$ cat src/rtl/vram_writer.sv
// vram_writer: host write/fill/read engine for dpmem port 1.
// Optional VRAM_WRITER_VBLANK_GATE_EN: strobes only while I_vid_blank=1.
module vram_writer #(
    parameter int P_data_bits = 8,
    parameter int P_addr_bits = 12
) (
    input  logic                   I_clock,
    input  logic                   I_reset,
    input  logic                   I_cmd_valid,
    output logic                   O_cmd_ready,
    input  logic [1:0]             I_cmd_op,
    input  logic [P_addr_bits-1:0] I_cmd_addr,
    input  logic [P_data_bits-1:0] I_cmd_data,
    input  logic [P_addr_bits-1:0] I_cmd_count,
    output logic                   O_rsp_valid,
    output logic [P_data_bits-1:0] O_rsp_data,
    output logic                   O_busy,
`ifdef VRAM_WRITER_VBLANK_GATE_EN
    input  logic                   I_vid_blank,
`endif
    output logic                   O_mem_clock,
    output logic [P_addr_bits-1:0] O_mem_addr,
    output logic                   O_mem_wren,
    output logic                   O_mem_rden,
    output logic [P_data_bits-1:0] O_mem_data,
    input  logic [P_data_bits-1:0] I_mem_data
);

    localparam logic [1:0] OP_WRITE = 2'd0;
    localparam logic [1:0] OP_FILL  = 2'd1;
    localparam logic [1:0] OP_READ  = 2'd2;
    localparam logic [P_addr_bits-1:0] ONE  = 1;
    localparam logic [P_addr_bits-1:0] ZERO = '0;

    typedef enum logic [2:0] {
        S_IDLE,
        S_WR,
        S_FILL,
        S_RD,
        S_RD_WAIT
    } state_t;

    state_t state_q, state_d;

    logic [P_addr_bits-1:0] addr_q, addr_d;
    logic [P_addr_bits-1:0] rem_q, rem_d;
    logic [P_data_bits-1:0] data_q, data_d;
    logic [P_data_bits-1:0] rsp_data_q, rsp_data_d;
    logic wren_q, wren_d;
    logic rden_q, rden_d;
    logic ready_q, ready_d;
    logic rsp_valid_q, rsp_valid_d;
    logic accept;
    logic go;

`ifdef VRAM_WRITER_VBLANK_GATE_EN
    assign go = I_vid_blank;
`else
    assign go = 1'b1;
`endif

    assign accept = I_cmd_valid & ready_q;

    // State register; reset aborts any command in flight
    always_ff @(posedge I_clock) begin
        if (I_reset) state_q <= S_IDLE;
        else         state_q <= state_d;
    end

    // Next-state: a stalled (gated) cycle holds the current state
    always_comb begin
        state_d = state_q;
        unique case (state_q)
            S_IDLE: begin
                if (accept) begin
                    unique case (I_cmd_op)
                        OP_WRITE: state_d = S_WR;
                        OP_FILL:  state_d = (I_cmd_count != ZERO) ? S_FILL : S_IDLE;
                        OP_READ:  state_d = S_RD;
                        default:  state_d = S_IDLE;
                    endcase
                end
            end
            S_WR:      if (go) state_d = S_IDLE;
            S_FILL:    if (go && rem_q == ONE) state_d = S_IDLE;
            S_RD:      if (go) state_d = S_RD_WAIT;
            S_RD_WAIT: state_d = S_IDLE;
            default:   state_d = S_IDLE;
        endcase
    end

    // Output/datapath next values; strobes follow the next state so they are registered
    always_comb begin
        addr_d      = addr_q;
        data_d      = data_q;
        rem_d       = rem_q;
        rsp_data_d  = rsp_data_q;
        rsp_valid_d = 1'b0;
        wren_d      = (state_d == S_WR) || (state_d == S_FILL);
        rden_d      = (state_d == S_RD);
        ready_d     = (state_d == S_IDLE);
        unique case (state_q)
            S_IDLE: begin
                if (accept) begin
                    addr_d = I_cmd_addr;
                    data_d = I_cmd_data;
                    rem_d  = I_cmd_count;
                end
            end
            S_FILL: begin
                if (go && rem_q != ONE) begin
                    addr_d = addr_q + ONE;
                    rem_d  = rem_q - ONE;
                end
            end
            S_RD_WAIT: begin
                rsp_valid_d = 1'b1;
                rsp_data_d  = I_mem_data;
            end
            default: ;
        endcase
    end

    // Registered outputs and datapath
    always_ff @(posedge I_clock) begin
        if (I_reset) begin
            addr_q      <= '0;
            data_q      <= '0;
            rem_q       <= '0;
            rsp_data_q  <= '0;
            rsp_valid_q <= 1'b0;
            wren_q      <= 1'b0;
            rden_q      <= 1'b0;
            ready_q     <= 1'b1;
        end else begin
            addr_q      <= addr_d;
            data_q      <= data_d;
            rem_q       <= rem_d;
            rsp_data_q  <= rsp_data_d;
            rsp_valid_q <= rsp_valid_d;
            wren_q      <= wren_d;
            rden_q      <= rden_d;
            ready_q     <= ready_d;
        end
    end

    assign O_cmd_ready = ready_q;
    assign O_busy      = ~ready_q;
    assign O_rsp_valid = rsp_valid_q;
    assign O_rsp_data  = rsp_data_q;
    assign O_mem_clock = I_clock;
    assign O_mem_addr  = addr_q;
    assign O_mem_data  = data_q;
    assign O_mem_wren  = wren_q & go;
    assign O_mem_rden  = rden_q & go;

endmodule

$ cat config.mk
export PLATFORM = sky130hd
export DESIGN_NAME = vram_writer
export DESIGN_NICKNAME = d
export VERILOG_FILES = /design/src/rtl/vram_writer.sv
export SDC_FILE = /design/constraint.sdc
export NUM_CORES = 1
export LEC_CHECK = 0
export BUFFER_PORTS_ARGS = -buffer_cell sky130_fd_sc_hd__buf_2
export CORE_MARGIN = 8
export CORE_UTILIZATION = 50
export DETAILED_ROUTE_END_ITERATION = 6
export PLACE_DENSITY = 0.79
export SYNTH_ARGS = -nofsm -noshare
export SYNTH_HDL_FRONTEND = slang
export SYNTH_SLANG_ARGS = --single-unit
$ cat constraint.sdc
create_clock -name I_clock -period 2.3 [get_ports I_clock]
set_clock_uncertainty 0.15 [all_clocks]
set_input_delay 0.345 -clock I_clock [delete_from_list [all_inputs] [get_ports I_clock]]
set_output_delay 0.345 -clock I_clock [all_outputs]
set_load 0.005 [all_outputs]
Word level (Yosys, flattened, before mapping). Cells that the tools add are included.

Shift-type cells: 0. Reduce and logical (&&, ||, !) cells: 8. Divide/modulo/power cells: 0. Add/subtract/negate cells: 2. Order comparisons: 0. Bitwise logic cells: 2. Multipliers: 0. Equality and inequality tests: 12. Muxes and demuxes: 12.

Operators with widths (number): $mux 12 (4); $pmux 12 s2 (2); $add 12x1->12 const B (1); $eq 12x1->1 const B (1); $eq 3x2->1 const B (4); $ne 12x1->1 const B (1); $reduce_bool 12->1 (1); $sub 12x1->12 const B (1); $pmux 3 s3 (1); $logic_not 3->1 (2); $mux 3 (2); $pmux 2 s3 (1); $ne 2x2->1 const B (2); $eq 3x1->1 const B (1); $eq 3x3->1 const B (1); $reduce_and 3->1 (1); $eq 2x1->1 const B (1); $eq 2x2->1 const B (1); $logic_not 2->1 (1); $mux 2 (1); $reduce_and 2->1 (1); $reduce_bool 2->1 (1); $and 1x1->1 (1); $logic_or 1x1->1 (1); other kinds (2) (2).

Register bits: 47. ROM bits: 0. Input bits: 45. Latch bits: 0. Memories kept: 0. RAM bits: 0.

Depth between registers and ports, before layout.
Depth after elaboration: 7. Mapped depth: 8. Gate-level depth less buffers: 6.

==> metrics.yaml <==
outcome: "completed"
fp.coreArea_um2: 4660
async_flop_share: 0
finalCriticalPeriod_ps: 2080
slowest_stage: "or3b_1"
rr_endpoint: "rem_q[3]"
synthCells: 314
intPower_mw: 1.50
crit_type: "flip-flop to flip-flop"
fillers: 404
drc: 0
synth_edf_count: 0
yosys_warnings: 0
grt_pass1_wl_um: 10900
setup_viol: 0
cp-start-kind: "flip-flop"
worstPathMaxFanout: 21
ys_seq_area_frac: 0.397
netSwitchingFraction: 0.337
grt_use_total: 0.184
worstPathArrival_ps: 2240
ys.flop_type: "dfxtp_1"
cp_data_required_time_ps: 2460
synth_compound_area_frac: 0.239
r2r_start: "state_q[2]"
cts_tree: "built"
end_kind: "flip-flop"
synth-simple-area-share: 0.282
worst_pin_slew_ps: 555
yosysMostFrequentCell: "nand2_1"
hold_depth: 3
synth_top_family_by_area: "simple AND/OR/NAND/NOR gates"
overflow: 0
ant_nets: 0
maxSlewHeadroom: 0.627
syn-cell-area_um2: 2370
dr_total_vias: 2506
fin_nets: 443
holdCritPathClass: "input pin to flip-flop"
p_per_area_nw_per_um2: 763
postCtsSetupRepairBufs: 0
power_leakage_nw: 1.29
antenna_found_initial: 0
synthTopCellsByCount: "74 x nand2_1, 47 x dfxtp_1, 46 x a21oi_1, 17 x nor2_1, 15 x o21ai_0"
gp_congestion: 0.858
synthXorXnorAreaFrac: 0.0111
max_freq_mhz: 482
drtIter0Drc: 266
max_stage_delay_ps: 610
syn_nets: 362
fp.dieW_um: 84.9
clk_latency_ps: 410
fin_ws_ps: 225
die_y_um: 84.9
first_pass_iters: 5
cp_cell_sequence: "or3b_1, o21ai_2, buf_4, o21ai_0, a32o_1"
post_cts_resized: 0
rsz0062_at_grt: "false"
crit_path_end: "rem_q[3]"
power.total_mw: 2.26
n_antenna_cell: 0
finalWirelength_um: 6630
place_ws_ps: 224
final.setup.tns_ps: 0
yosys.area_share.adder: 0.0158
drive_above_1_share: 0.281
drv_slew: 0
row_count: 25
comb_power_share: 0.279
maxCapViolCount: 0
io_pins: 79
yosys-top-cells-area: "dfxtp_1 40%, nand2_1 12%, a21oi_1 9.7%, o21ai_0 3.2%, nor2_1 2.7%"
startpoint: "state_q[2]"
synth_cell_types: 54
p_seq_frac: 0.437
area_growth_pct: 24.6
grt_pass1_vias: 2358
ir_worst_vdd_mv: 0.363
grt_max_degree: 31
start_util: 0.509
wl_per_cell_um: 14.8
cts.clk_slew.worst_paths_ps: 90
muxShareOfSynthArea: 0
via_per_inst: 5.58
dp_hpwl_um: 4850
r2r_slack_ps: 220
synth_top_area_frac: 0.397
finalCritPeriodShare: 0.902
avgSynthCellArea_um2: 7.55
power.share.clock: 0.283
dieArea_um2: 7200
portBuffers: 78
r2r_cells: 5
yosysTopAreaCell: "dfxtp_1"
hold_violations: 0
p_switching_mw: 0.759
synth_seq_cells: 47
-- routing by layer --
layer,share of wire,vias up,GRT usage
met1,0.44,1131,0.220
li1,-,1269,-
met4,0.019,0,0.0777
met2,0.47,93,0.294
met5,0,-,0
met3,0.078,13,0.0627
-- cell families (layout without fill, tap and decap cells) --
kind of cell	Yosys count	count (layout)
compound gates	93	93
xor+xnor	3	3
fa+ha+maj	3	3
buf+inv	28	109
flops	47	47
simple gates	140	140
-- sequential cells by signal, indices dropped and copies added (netlist names) --
signal / flops
O_mem_addr: 12
O_mem_data: 8
O_mem_wren: 1
O_cmd_ready: 1
state_q: 3
O_rsp_data: 8
O_mem_rden: 1
rem_q: 12
O_rsp_valid: 1
-- area by class of cell --
class                           instances  area [um^2]  area share
Multi-Input combinational cell        239         1300       0.439
Inverter                                7         26.3     0.00889
Sequential cell                        47          941       0.318
Clock inverter                          2         13.8     0.00466
Clock buffer                            9          115      0.0389
Timing Repair Buffer                   91          493       0.167
Tap cell                               54         67.6      0.0229
-- how the worst min path moves through the flow --
stage / from / endpoint / slack [ps]
after floorplan: I_clock / O_mem_clock / 280
after global placement: I_clock / O_mem_clock / 280
after detailed placement: I_clock / O_mem_clock / 280
after CTS: I_cmd_data[1] / O_mem_data[1] / 6
after global routing: I_cmd_data[7] / O_mem_data[7] / 4
final: I_mem_data[7] / O_rsp_data[7] / 10
-- per-stage QoR --
stage	hold slack [ps]	util	instance area, um^2	cells
final	14.6	0.634	2960	449
after global routing	4.16	0.634	2960	449
after CTS	5.53	0.632	2950	448
after detailed placement	278	0.605	2820	438
after global placement	278	0.605	2820	438
after floorplan	276	-	2370	314
-- cell usage in the layout, fill, tap and decap left out, types with 2 or more instances in the layout --
master    synthesis  routed
buf_2             3      78
nand2_1          74      74
dfxtp_1          47      47
a21oi_1          46      46
nor2_1           17      17
o21ai_0          15      15
buf_4             2      13
nand3_1           8       8
clkbuf_8          0       8
inv_1             7       7
nor3_1            7       7
nand4_1           6       6
nor4_1            5       5
a31oi_1           4       4
o21ai_1           4       4
nand2b_1          4       4
xor2_1            3       3
ha_1              3       3
o21a_1            2       2
o41ai_1           2       2
nand3b_1          2       2
and3_1            2       2
nor2b_1           2       2
o31a_1            2       2
o32ai_1           2       2
or3_1             2       2
a311oi_1          2       2
-- what timing repair did --
item,4_1_cts,5_1_grt
hold buffers,0,1
endpoints found under the setup margin,0,0
endpoints found under the hold margin,0,1
-- critical path: cells and delay by family, from the launching register on --
| kind | cells | cell delay [ps] |
|---|---|---|
| simple gates | 1 | 610 |
| flops | 1 | 360 |
| buf+inv | 1 | 260 |
| compound gates | 3 | 590 |
-- power groups by stage --
| stage | Combinational, mW | Clock, mW | Sequential, mW |
|---|---|---|---|
| after detailed placement | 0.621 | 0.0189 | 1.00 |
| final | 0.630 | 0.639 | 0.986 |
| after global routing | 0.705 | 0.693 | 0.999 |
| after global placement | 0.608 | 0.0189 | 0.999 |
| after floorplan | 0.407 | 0.0282 | 0.992 |
| after CTS | 0.625 | 0.657 | 0.984 |
No activity file was read; power rests on OpenSTA's default activity.
